`src/rtl/bcd_counter_n.sv`:
```
// Multi-digit BCD up/down counter with enable, parallel load, prescaler,
// wrap or saturate at the limits, and a one-cycle terminal-count pulse.
module bcd_counter_n #(
    parameter int DIGITS   = 4,
    parameter bit SATURATE = 1'b0,
    parameter int PRESCALE = 1
) (
    input  logic                  clock,
    input  logic                  reset,
    input  logic                  en,
    input  logic                  up,
    input  logic                  load,
    input  logic [4*DIGITS-1:0]   load_val,
    output logic [4*DIGITS-1:0]   digits,
    output logic                  tc,
    output logic                  at_limit
);

    localparam int              W         = 4 * DIGITS;
    localparam int              PW        = (PRESCALE > 1) ? $clog2(PRESCALE) : 1;
    localparam logic [PW-1:0]   PCNT_LAST = PW'(PRESCALE - 1);
    localparam logic [W-1:0]    ALL_NINES = {DIGITS{4'd9}};

    logic [W-1:0]  digits_q, digits_d;
    logic [PW-1:0] pcnt_q, pcnt_d;
    logic          tc_q, tc_d;
    logic          at_limit_q, at_limit_d;

    logic [W-1:0]  incr, decr, clamped;
    logic          all_nines, all_zeros, step;
    logic          carry, borrow;

    // Ripple carry/borrow across the digits; a 9 rolls to 0 going up and a 0
    // rolls to 9 going down, so no binary-to-decimal conversion is needed.
    always_comb begin
        carry     = 1'b1;
        borrow    = 1'b1;
        incr      = '0;
        decr      = '0;
        all_nines = 1'b1;
        all_zeros = 1'b1;
        for (int k = 0; k < DIGITS; k++) begin
            if (digits_q[4*k +: 4] != 4'd9) all_nines = 1'b0;
            if (digits_q[4*k +: 4] != 4'd0) all_zeros = 1'b0;

            if (!carry) begin
                incr[4*k +: 4] = digits_q[4*k +: 4];
            end else if (digits_q[4*k +: 4] == 4'd9) begin
                incr[4*k +: 4] = 4'd0;
            end else begin
                incr[4*k +: 4] = digits_q[4*k +: 4] + 4'd1;
                carry          = 1'b0;
            end

            if (!borrow) begin
                decr[4*k +: 4] = digits_q[4*k +: 4];
            end else if (digits_q[4*k +: 4] == 4'd0) begin
                decr[4*k +: 4] = 4'd9;
            end else begin
                decr[4*k +: 4] = digits_q[4*k +: 4] - 4'd1;
                borrow         = 1'b0;
            end
        end
    end

    always_comb begin
        clamped = '0;
        for (int k = 0; k < DIGITS; k++) begin
            clamped[4*k +: 4] = (load_val[4*k +: 4] > 4'd9) ? 4'd9 : load_val[4*k +: 4];
        end
    end

    // NOTE: every variable gets a default at the top of the block so no path
    // leaves one unassigned, which would otherwise infer a latch.
    always_comb begin
        digits_d = digits_q;
        pcnt_d   = pcnt_q;
        tc_d     = 1'b0;
        step     = 1'b0;

        if (load) begin
            digits_d = clamped;
            pcnt_d   = '0;
        end else if (en) begin
            if (pcnt_q == PCNT_LAST) begin
                step   = 1'b1;
                pcnt_d = '0;
            end else begin
                pcnt_d = pcnt_q + 1'b1;
            end

            if (step) begin
                if (up) begin
                    if (all_nines) begin
                        tc_d     = 1'b1;
                        digits_d = SATURATE ? digits_q : '0;
                    end else begin
                        digits_d = incr;
                    end
                end else begin
                    if (all_zeros) begin
                        tc_d     = 1'b1;
                        digits_d = SATURATE ? digits_q : ALL_NINES;
                    end else begin
                        digits_d = decr;
                    end
                end
            end
        end

        at_limit_d = up ? (digits_d == ALL_NINES) : (digits_d == '0);
    end

    // NOTE: state flops use non-blocking assignments so every register
    // samples its pre-edge inputs regardless of statement order.
    always_ff @(posedge clock) begin
        if (reset) begin
            digits_q   <= '0;
            pcnt_q     <= '0;
            tc_q       <= 1'b0;
            // A zero count sits on the lower limit when counting down.
            at_limit_q <= ~up;
        end else begin
            digits_q   <= digits_d;
            pcnt_q     <= pcnt_d;
            tc_q       <= tc_d;
            at_limit_q <= at_limit_d;
        end
    end

    assign digits   = digits_q;
    assign tc       = tc_q;
    assign at_limit = at_limit_q;

endmodule

```
`config.mk`:
```
export PLATFORM = sky130hd
export DESIGN_NAME = bcd_counter_n
export DESIGN_NICKNAME = d
export VERILOG_FILES = /design/src/rtl/bcd_counter_n.sv
export SDC_FILE = /design/constraint.sdc
export NUM_CORES = 1
export LEC_CHECK = 0
export CAP_MARGIN = 5
export CORE_MARGIN = 3
export CORE_UTILIZATION = 55
export CTS_CLUSTER_SIZE = 20
export DETAILED_ROUTE_END_ITERATION = 10
export DONT_BUFFER_PORTS = 1
export GPL_TIMING_DRIVEN = 0
export PLACE_DENSITY_LB_ADDON = 0.08
export SYNTH_ARGS = -nofsm -noshare
export SYNTH_HDL_FRONTEND = slang
export SYNTH_SLANG_ARGS = --single-unit
```
`constraint.sdc`:
```
create_clock -name clock -period 3.45 [get_ports clock]
set_clock_uncertainty 0.05 [all_clocks]
set_input_delay 0.69 -clock clock [delete_from_list [all_inputs] [get_ports clock]]
set_output_delay 0.69 -clock clock [all_outputs]
set_load 0.03 [all_outputs]
```
# --- Yosys cells after proc, flatten, opt, wreduce, memory -nomap -nowiden ---
# Cells that the tools add are included.
word_totals:
  wordCells: 91
  inputBits: 21
  regBits: 19
op_classes:
  n_addsub: 9
  mux: 51
  magnitude_cmp: 4
  n_eq_ne: 9
  reduce_logical: 11
  bitwise_logic: 3
ops:
  columns: ["cell", "n"]
  rows:
  - ["$mux W16", 6]
  - ["$mux W4", 18]
  - ["$mux W1", 27]
  - ["$add A4 B1 Y4 const B", 4]
  - ["$eq A16 B16 Y1 const B", 1]
  - ["$eq A4 B4 Y1 const B", 4]
  - ["$gt A4 B4 Y1 const B", 4]
  - ["$logic_not A16 Y1", 1]
  - ["$logic_not A4 Y1", 4]
  - ["$ne A4 B4 Y1 const B", 4]
  - ["$reduce_bool A4 Y1", 4]
  - ["$sub A4 B1 Y4 const B", 4]
  - ["$reduce_or A4 Y1", 1]
  - ["$not A1 Y1", 3]
  - ["$reduce_or A2 Y1", 1]
  - ["$add A1 B1 Y1 const B", 1]

# --- Logic depth before layout (Yosys ltp) ---
# Gate-level depths: netlist of run 1.
logic_depth:
  word_depth: 13
  mapped_depth: 11
  mapped_depth_nobuf: 10

# --- Worst setup path before layout of run 1 ---
# OpenSTA, ideal clock, no wires.
synth_path:
  kind: "reg-to-reg"
  start: "reg digits_q[4], in the netlist digits[4]"
  end: "reg at_limit_q, in the netlist at_limit"
  arrival_ns: 2.648
  path_buffers: 1
  setup_ns: 0.092
  path_slack_ns: 0.660
  stages_incl_launch_ff: 12
  period_less_slack_ns: 2.790
  t_required_ns: 3.308
  cell_sequence: "dfxtp_1 > inv_1 > ha_1 > nor3b_2 > buf_2 > nand2_1 > o211ai_1 > a31o_1 > or4_4 > nor4_2 > mux2i_1 > o32ai_1"
synth_between:
  elab_chain_len: 13
  elab_cells_between_ends: 36
  classes_between: "2 x add/sub; 3 x eq/ne; 28 x mux; 3 x reduce/logical"
synth_rtl:
  columns: ["element", "line_no", "source"]
  rows:
  - ["from (decl)", "24", "logic [W-1:0] digits_q, digits_d;"]
  - ["from (signal assigned)", "124", "digits_q <= digits_d;"]
  - ["$eq A4 B4 Y1 / $logic_not A4 Y1 (equally long branches)", "48, 57", null]
  - ["$mux W1 (on tied branches)", "48, 57", null]
  - ["$mux W1 (on tied branches) (2 in series)", "46, 55", null]
  - ["$mux W4 (on tied branches)", "46, 55", null]
  - ["$mux W16 (on tied branches)", "94, 101", null]
  - ["$mux W16", "93", "if (up) begin"]
  - ["$mux W16", "92", "if (step) begin"]
  - ["$mux W16 *", "84", "end else if (en) begin"]
  - ["$mux W16 *", "81", "if (load) begin"]
  - ["$eq A16 B16 Y1 / $logic_not A16 Y1 (equally long branches)", "111", "at_limit_d = up ? (digits_d == ALL_NINES) : (digits_d == '0);"]
  - ["$mux W1 *", "111", null]
  - ["$mux W1 *", "117", "if (reset) begin"]
  - ["to (signal assigned)", "122", "at_limit_q <= ~up;"]
  - ["to (signal assigned)", "127", "at_limit_q <= at_limit_d;"]
  - ["to (decl)", "27", "logic at_limit_q, at_limit_d;"]
# Mark *: on every way between the ends. The rest lies on a longest branch, timed or not.
# A chain may end at the register's enable or synchronous reset.

# --- Worst setup path in the final report of run 1 ---
layout_path:
  start: "reg digits_q[0], in the netlist digits[0]"
  end: "reg at_limit_q, in the netlist at_limit"
layout_between:
  elab_chain_len: 13
  elab_cells_between_ends: 38
  classes_between: "2 x add/sub; 3 x eq/ne; 30 x mux; 3 x reduce/logical"
layout_rtl:
  columns: ["element", "line_no", "source"]
  rows:
  - ["$ne A4 B4 Y1 (tied with other cells)", "43", "if (digits_q[4*k +: 4] != 4'd9) all_nines = 1'b0;"]
  - ["$mux W1 (on tied branches) (3 in series)", null, null]
  - ["$mux W1 (tied with other cells)", "43", null]
  - ["$mux W16 (on tied branches)", "94, 101", null]
  - ["$mux W16", "93", null]
  - ["$mux W16", "92", null]
  - ["$mux W16 *", "84", null]
  - ["$mux W16 *", "81", null]
  - ["$eq A16 B16 Y1 / $logic_not A16 Y1 (equally long branches)", "111", null]
  - ["$mux W1 *", "111", null]
  - ["$mux W1 *", "117", null]
# Marked as above.

==> results of run 1 <==
## cell type report
cell class                 count  area (µm²)
buffer                        17         113
clock buffer                   4        36.3
fill                         314        1330
inverter                      16        60.1
multi-input combinational    212        1430
sequential                    18         362
tap                           46        57.6
## worst paths after layout
kind / endpoint / cells after the start
max reg2reg: at_limit / 10
min: digits[12] / 1
max: at_limit / 10
min reg2reg: digits[4] / 4
## stage by stage
stage                      util  setup slack, ns  hold slack, ns  cells
final                     0.608            0.325           0.373    313
after global routing      0.608           0.0801           0.357    313
after CTS                 0.605            0.180           0.380    313
after detailed placement  0.595            0.249           0.718    309
after global placement    0.595            0.287           0.716    309
after floorplan               -            0.660           0.712    263
## report_power, final
part / leakage, nW / total [W] / switching (W) / internal [W]
registers: 0.149 / 0.000272 / 0.0000510 / 0.000221
clock network: 0.0210 / 0.000149 / 0.0000847 / 0.0000646
logic: 0.604 / 0.000214 / 0.000130 / 0.0000840
## sequential cells by signal, summed over array words and instances (netlist names)
register  flops
tc            1
digits       16
at_limit      1
## cell usage after synthesis, types with 4 or more instances
library cell | instances | area [µm²]
sky130_fd_sc_hd__nor2_1 | 35 | 131
sky130_fd_sc_hd__dfxtp_1 | 18 | 360
sky130_fd_sc_hd__nand2_1 | 18 | 67.6
sky130_fd_sc_hd__inv_1 | 16 | 60.1
sky130_fd_sc_hd__a21oi_1 | 13 | 65.1
sky130_fd_sc_hd__ha_1 | 12 | 150
sky130_fd_sc_hd__nor3_1 | 12 | 60.1
sky130_fd_sc_hd__o21ai_0 | 12 | 60.1
sky130_fd_sc_hd__nand3_1 | 9 | 45.0
sky130_fd_sc_hd__nand4_1 | 8 | 50.1
sky130_fd_sc_hd__a31oi_1 | 7 | 43.8
sky130_fd_sc_hd__buf_2 | 7 | 35.0
sky130_fd_sc_hd__nand3b_1 | 7 | 52.6
sky130_fd_sc_hd__a211oi_1 | 4 | 30.0
sky130_fd_sc_hd__clkbuf_1 | 4 | 15.0
sky130_fd_sc_hd__nor2b_1 | 4 | 25.0
sky130_fd_sc_hd__o31a_1 | 4 | 35.0
## worst max-delay path, cell delays in order (launching register included)
cell	delay [ns]
sky130_fd_sc_hd__dfxtp_1	0.51
sky130_fd_sc_hd__inv_1	0.15
sky130_fd_sc_hd__ha_1	0.28
sky130_fd_sc_hd__nor4b_4	0.43
sky130_fd_sc_hd__nand3_2	0.16
sky130_fd_sc_hd__o21ai_2	0.27
sky130_fd_sc_hd__o31ai_2	0.14
sky130_fd_sc_hd__or4_4	0.53
sky130_fd_sc_hd__nor4_2	0.14
sky130_fd_sc_hd__mux2i_1	0.10
sky130_fd_sc_hd__o32ai_1	0.28
## metal layers
layer  share of wire  wire [µm]
met1            0.45       2590
met2            0.43       2480
met3            0.11        615
met4           0.020        119
met5               0          0
## placed cells by master, fill, tap and decap left out, types with 3 or more instances in the layout
cell	n
sky130_fd_sc_hd__nor3_1	12
sky130_fd_sc_hd__o31a_1	4
sky130_fd_sc_hd__nor3b_2	3
sky130_fd_sc_hd__or3_1	3
sky130_fd_sc_hd__nand3b_1	7
sky130_fd_sc_hd__a311oi_1	3
sky130_fd_sc_hd__dfxtp_1	17
sky130_fd_sc_hd__and2_1	3
sky130_fd_sc_hd__a21oi_1	13
sky130_fd_sc_hd__a211oi_1	4
sky130_fd_sc_hd__nand2_1	18
sky130_fd_sc_hd__clkbuf_4	3
sky130_fd_sc_hd__inv_1	16
sky130_fd_sc_hd__nor2_1	35
sky130_fd_sc_hd__ha_1	12
sky130_fd_sc_hd__clkbuf_1	4
sky130_fd_sc_hd__nand4_1	8
sky130_fd_sc_hd__buf_2	7
sky130_fd_sc_hd__o21ai_0	12
sky130_fd_sc_hd__a31oi_1	7
sky130_fd_sc_hd__nor2b_1	4
sky130_fd_sc_hd__buf_6	3
sky130_fd_sc_hd__nand3_1	9
## cells by family (layout without fill, tap and decap cells)
logic type | count (synthesis) | in the layout | share of synthesized area
XOR/XNOR | 1 | 1 | 0.00447
AND/OR/NAND/NOR | 124 | 124 | 0.371
adder cells (fa/ha/maj) | 12 | 12 | 0.0767
flip-flops | 18 | 18 | 0.184
multiplexers | 2 | 2 | 0.0102
buffers and inverters | 33 | 37 | 0.0882
AO/OA/AOI/OAI | 73 | 73 | 0.266
==> summary by stage, run 1 <==
Global routing
In the global route stage, met1 resource usage came out at 0.404. The wire length of the first global-routing pass is 9400 µm. The most heavily used metal layer in global routing is met2. In the global route stage, met2 resource usage came out at 0.418.

The number of antenna violations at the first check in global routing came to 0. The total grt overflow is 0. The pin count of the biggest net entering global routing is 11.

In the global route stage, overall resource usage came out at 0.281. The via count of the first global-routing pass is 1940. The met3 track demand over resource is 0.0427.

Placed design
The post-detailed-placement half-perimeter wirelength is 4220 µm. The final estimated routing congestion in global placement is 0.958. Buffers placed on the I/O ports in this run total 0. The cell area after placement is 2020 µm².

Clock network
The number of clock sinks is 18. Post-CTS repair changed the size of 0 cells. The buffer count from post-CTS setup fixing is 0.

The root buffer cell is sky130_fd_sc_hd__clkbuf_4. Clock tree synthesis inserted a total of 3 buffers. The deepest level of the CTS H-tree is 1. The clock-pin slew on the worst setup and hold paths is 0.13 ns. The clock latency at the later pin of the worst-skew pair is 0.32 ns. The CTS tree is done. The number of hold buffers added after cts is 0. No sink is reached through more buffers than the 2 on the longest clock path.

STA
The final number of hold-violating endpoints is 0. The achievable frequency is 320 MHz. Setup violations remaining at the end of the flow were counted as 0. Dividing the final minimum period by the clock period gives 0.906. The worst max-slew margin expressed relative to the limit is 0.603. Setup repair after global routing left no endpoint under its margin.

The final setup TNS is 0 ns. At the pin with the least slew margin, the transition time is 0.588 ns. The final max-slew violation count is 0.

The time the final worst path needs with I/O delays and setup is 3.12 ns.

Logic synthesis
Synthesis inferred 18 register bits. Counting flops with an async set or reset pin after synthesis yields a share of 0. Yosys mapped the design onto 66 distinct sky130hd cell types. The Yosys step of the flow raised 0 warnings.

Yosys mapped a number of flops with a built-in enable equal to 0. The synthesized area divided by synthesized cell count is 7.45 µm². The number of nets in the synthesized netlist is 296.

Of the synthesized area, sequential elements account for 0.184. The cell area that synthesis handed to floorplanning was 1960 µm². The post-synthesis cell count is 263. The commonest register cell after synthesis is sky130_fd_sc_hd__dfxtp_1.

Die
In this run the horizontal extent of the chip is 65.7 µm. The die area is 4310 µm². The floorplan row count is 21. The core region is 3390 µm². The floorplan step set the die height to 65.7 µm. 39 I/O pins were placed.

For this configuration, the core starts out at a cell density of 0.578.

Cells and area
The antenna diode count is 0. The summed area of non-filler cells in the final layout is 2060 µm². Of the cells placed in the final design, the portion with a size suffix greater than 1 is 0.135.

For this run, the post-layout net count is 301. The area overhead of the layout relative to synthesis is 5.24%.

Critical path
The critical path startpoint category is a flop. The maximum fanout along the worst path is 8. The setup check on the worst reg-to-reg path leaves a slack of 0.33 ns. The worst setup path is captured at a flop. The type of the worst setup path is flop to flop.

The most critical setup path has its startpoint at digits[0]. The critical path data required time is 3.63 ns. The startpoint of the lowest-slack register-to-register path is digits[0]. Data arrives at the worst endpoint at 3.31 ns.

Routing
The number of nets with antenna violations after routing is 0. In the final routed layout, each cell accounts on average for 18.5 µm. The number of violations reported at the end of detailed-routing iteration 0 is 179. Dividing the detail-routed via count by the number of cells gives 6.59. The aggregate routed wire length is 5810 µm. The final route contains 2063 vias. In the routed design, unresolved DRC markers number 0.

The number of detailed-routing iterations run before antenna repair is 4.

Run status
The run finished with clean final reports.

Hold path
The class of the worst hold path is input port to flop. The worst hold path begins at reset.

Flow run
The tool flagged a number of max-cap violations equal to 0.

Pwr
The peak ir drop on the vdd network is 0.157 mV. The power density of the placed cells is 309 nW/µm². Summing internal, switching and leakage power gives 0.000636 W. The leakage power is 0.773 nW.
Power figures use the tool's default switching activity.
==> run 2, diff against run 1 <==
Settings changed: CORE_UTILIZATION 55 to 35.
==> run 2 against run 1 <==
- wire length is 12% higher
- non-clock buffer count is the same
- worst setup slack worse by 0.18 ns
- via count decreased by 1.4%
- register-to-register slack worse by 0.18 ns
- hold slack improved by 0.062 ns
- critical path type unchanged
==> summary by stage, run 2 (synthesis results as in run 1) <==
Global routing
The total grt overflow is 0 (unchanged). The number of antenna violations at the first check in global routing is 0 (unchanged). The wire length of the first global-routing pass is 10200 µm (+8.2%). The pin count of the biggest net entering global routing is 11 (unchanged).

The via count of the first global-routing pass is 1918 (-1.1%). The total routing resource utilization after global routing is 0.205 (-0.0755).

Die
The placeable core area is 5270 µm² (+55%). The effective utilization at floorplan is 0.372 (-0.206). The die area is 6530 µm² (+51%). The floorplan row count is 26 (+24%). The count of pins on the block boundary is 39 (unchanged). The width of the die is 80.8 µm (+23%). The floorplan die height is 80.8 µm (+23%).

STA
The worst max-slew margin expressed relative to the limit is 0.586 (-0.0170). The final max-slew violation count is 0 (unchanged). The time the final worst path needs with I/O delays and setup is 3.30 ns (+0.177 ns). The actual slew at the worst max-slew pin is 0.620 ns (+0.0327 ns).

The final count of negative-setup-slack endpoints is 0 (unchanged). The final setup TNS came to 0 ns (unchanged). The share of the cycle needed by the critical path after routing is 0.957 (+0.0514). Setup repair after global routing left no endpoint under its margin. The worst hold slack is 0.435 ns (+0.0623 ns). The achievable frequency is 303 MHz (-5.4%).

The final number of hold-violating endpoints came to 0 (unchanged).

Hold path
The path with the worst hold slack has its endpoint at digits[12]. The worst hold path belongs to the class input port to flop. The number of instances on the worst hold path is 1 (unchanged).

The beginning of the worst hold path is reset.

Routing
The final routed wire length divided by cell count is 19.4 µm (+4.4%). The number of nets with antenna violations after routing is 0 (unchanged). The number of violations reported at the end of detailed-routing iteration 0 is 168 (-6.1%). The detail-routed via count per cell is 6.04 (-8.4%). The DRC violations left came to 0 (unchanged). The number of detailed-routing iterations run before antenna repair came to 4 (unchanged). The aggregate routed wire length is 6520 µm (+12%). The via count of the routed design came to 2034 (-1.4%).

Critical path
The critical path startpoint category is a flop. The critical path data required time is 3.56 ns (-0.07 ns). The peak per-stage delay on the critical path was 0.51 ns (-0.02 ns).

The worst endpoint data arrival time came to 3.41 ns (+0.10 ns). On the critical path, the stage with the largest delay is an instance of sky130_fd_sc_hd__or4_4. The depth of the worst register-to-register path was 10 (unchanged).

The worst register-to-register path begins at digits[1]. The maximum fanout along the worst path is 6 (-2). The launching element of the worst setup path is digits[1]. The signal on the critical path passes through inv_1, ha_1, nor4b_4, nand3_2, o21ai_2, o31ai_1, or4_4, nor4_2, mux2i_1, o32ai_1. The capture point of the worst reg-to-reg path is at_limit. The critical path is of the flop to flop type. The reg-to-reg setup timing slack is 0.15 ns (-0.18 ns). STA classifies the critical path endpoint as a flop.

Clock network
The number of buffers between clock root and the deepest sink is 2 (unchanged). The total CTS buffers came to 3 (unchanged). The number of resized instances in the post-cts repair step is 0 (unchanged).

The clock-pin slew on the worst setup and hold paths is 0.08 ns (-0.05 ns). The deepest level of the CTS H-tree is 1 (unchanged). The buffer count from post-CTS setup fixing is 0 (unchanged). The clock latency at the later pin of the worst-skew pair came to 0.26 ns (-0.06 ns).

TritonCTS built the clock tree. The cell sitting at the root of the clock tree is a sky130_fd_sc_hd__clkbuf_8. The number of hold buffers added after cts was 0 (unchanged). The number of clock sinks is 18 (unchanged).

Pwr
The peak ir drop on the vdd network is 0.118 mV (-25%). The power density of the placed cells is 322 nW/µm² (+4.5%). The leakage power came to 0.781 nW (+1.0%).

Cells and area
The library cell used most frequently in the layout, excluding fill and tap cells, is sky130_fd_sc_hd__nor2_1. The top cell types in the final layout, fill and taps aside, are sky130_fd_sc_hd__nor2_1 (35), sky130_fd_sc_hd__nand2_1 (18), sky130_fd_sc_hd__dfxtp_1 (17), sky130_fd_sc_hd__inv_1 (16), sky130_fd_sc_hd__a21oi_1 (13). The area overhead of the layout relative to synthesis is 7.73%. The number of flip-flops under the largest register name is 16 (unchanged). The fraction of final layout cells with drive strength greater than 1 came to 0.135 (unchanged). The antenna diode count is 0 (unchanged). The number of nets in the final layout is 301 (unchanged). The summed area of non-filler cells in the final layout is 2110 µm² (+2.4%).

Placed design
The post-detailed-placement half-perimeter wirelength is 4860 µm (+15%). The cell area after placement was 2050 µm² (+1.5%). The number of port buffers is 0 (unchanged). The final estimated routing congestion in global placement is 0.830 (-13%).

Run status
The flow ran to the end, and the final reports show no timing, DRC or antenna violations.

Flow run
The count of maximum capacitance violations is 0 (unchanged).
## run 2: worst max-delay path: cells and delay by family, from the launching register on
kind | cells | cell delay [ns]
buf+inv | 1 | 0.18
fa+ha+maj | 1 | 0.27
simple gates | 4 | 1.26
mux | 1 | 0.11
compound gates | 3 | 0.84
flops | 1 | 0.49
## run 2: through the flow
stage                     total power (W)  std cells  utilization  setup slack, ns
after floorplan                  0.000435        263            -            0.660
after global placement           0.000496        333        0.388            0.226
after detailed placement         0.000493        333        0.388            0.204
after CTS                        0.000681        337        0.399            0.170
after global routing             0.000718        337        0.400          0.00589
final                            0.000680        337        0.400            0.148
## run 2: worst max path at each step
| stage | cells past startpoint | endpoint | slack (ns) |
|---|---|---|---|
| floorplan | 11 | at_limit | 0.66 |
| global placement | 10 | at_limit | 0.23 |
| detailed placement | 10 | at_limit | 0.20 |
| CTS | 10 | at_limit | 0.17 |
| global route | 10 | at_limit | 0.006 |
| finish | 10 | at_limit | 0.15 |
## run 2: final cells by class
class,count,area [µm²]
inverters,16,60.1
multi-input cells,212,1430
plain buffers,17,113
flip-flops and latches,18,362
clock buffers,4,55.1
fillers,557,3160
well taps,70,87.6
## run 2: layer usage
layer  vias up  wire, µm  global-route usage  part of all wire
met5         -         0                   0                 0
met4         0        91              0.0642             0.014
met3         9       434              0.0310             0.067
met2        70      3110               0.344              0.48
met1       964      2880               0.271              0.44
li1        991         -                   -                 -
## run 2: report_power, final
part,switching [W],leakage (nW),internal (W)
combinational,0.000135,0.604,0.0000842
clock,0.0000849,0.0288,0.000102
sequential,0.0000525,0.149,0.000221
total,0.000273,0.781,0.000407
==> patch (config.mk and constraints of run 1) <==
Change the parameter `SATURATE` from 1'b0 to 1'b1.
--- a/src/rtl/bcd_counter_n.sv
+++ b/src/rtl/bcd_counter_n.sv
@@ -4,3 +4,3 @@
     parameter int DIGITS   = 4,
-    parameter bit SATURATE = 1'b0,
+    parameter bit SATURATE = 1'b1,
     parameter int PRESCALE = 1
Check against the original RTL: not equivalent (a bounded check fails within 4 cycles, from zero or initial values and one cycle with reset high).
==> patch against run 1 <==
Synthesized area shrank 7.3%. First-iteration DRC count increased by 25%. Critical path depth fell by 1. Sequential share of layout area rose by 1.3 points. Setup slack got worse by 0.25 ns. Clock power is 4% lower. Global-route usage rose by 1.5 points. Sequential cell count unchanged. Total power rose by 0.39%. Design area decreased by 6.9%. Routed wire length shrank 0.96%. Highest routed layer unchanged.
==> patch: results (changes against run 1) <==
outcome finished clean; CP max FO 10 (+2); DRT iter0 DRCs 224 (+25%); clock group share of total power 22.5% (-1.0 points); DR vias/cell 6.81 (+3.3%); synth unique cells 62 (-6.1%); filler cell count 328 (+4.5%); Initial DRT Pass Iterations 5 (+1); top cells by area, synth dfxtp_1 (20%), nor2_1 (5.4%), o21ai_0 (4.4%); post-synthesis sequential area ratio 19.8% (+1.4 points); Power Density 333 mW/mm2 (+7.8%); worst path arrival time 3.56 ns (+0.25 ns); top post-synthesis cells by count nor2_1 (26), nand2_1 (21), dfxtp_1 (18), o21ai_0 (16), clkbuf_1 (15); slowest CP cell o31ai_1; post-synthesis adder-cell area fraction 0% (-7.7 points); P_comb 224 uW (+5%); Slew HR 58.2% (-2.1 points); Critical path origin digits[9]; layout cells sized above 1 10.9% (-2.6 points); Final HPWL DP 4.23 mm (+0.13%); R2R depth 9 (-1); CP max stage delay 0.57 ns (+0.04 ns); initial antenna violation count 0 (unchanged); CP endpoint at_limit; leakage power 0.706 nW (-8.7%); hold slack 0.401 ns (+0.0277 ns); first-pass GRT wire length 9.50 mm (+1.0%); Syn Nets 274 (-7.4%); switch share 41.8% (about the same); hold crit path type input pin to flop; XOR/XNOR Fraction of Synth Area 3.38% (+2.9 points)
-- patch: cell type report --
type	instances	area, um2	area share [%]
multi-input cells	203	1330	69.0
flip-flops and latches	18	362	18.8
plain buffers	22	104	5.41
well taps	44	55.1	2.87
inverters	10	37.5	1.96
clock buffers	4	36.3	1.89
-- patch: routing by layer --
layer	part of all wire (%)	GRT usage (%)	routed length [um]
met5	0	0	0
met4	2.7	12.7	153
met3	9.5	4.81	548
met2	46	45.8	2640
met1	42	40.4	2410
-- patch: critical path, delay by kind of cell, from the launching register on --
family	cells	cell delay, ns
AOI/OAI and AO/OA	4	1.36
buffers and inverters	1	0.28
DFF	1	0.56
and+or+nand+nor	4	1.05
-- patch: stage by stage --
stage | instance area (um2) | std cells | setup WS [ns]
global placement | 1870 | 297 | 0.136
global route | 1920 | 301 | 0.00496
CTS | 1910 | 301 | 0.0997
finish | 1920 | 301 | 0.0730
detailed placement | 1870 | 297 | 0.133
floorplan | 1820 | 253 | 0.776
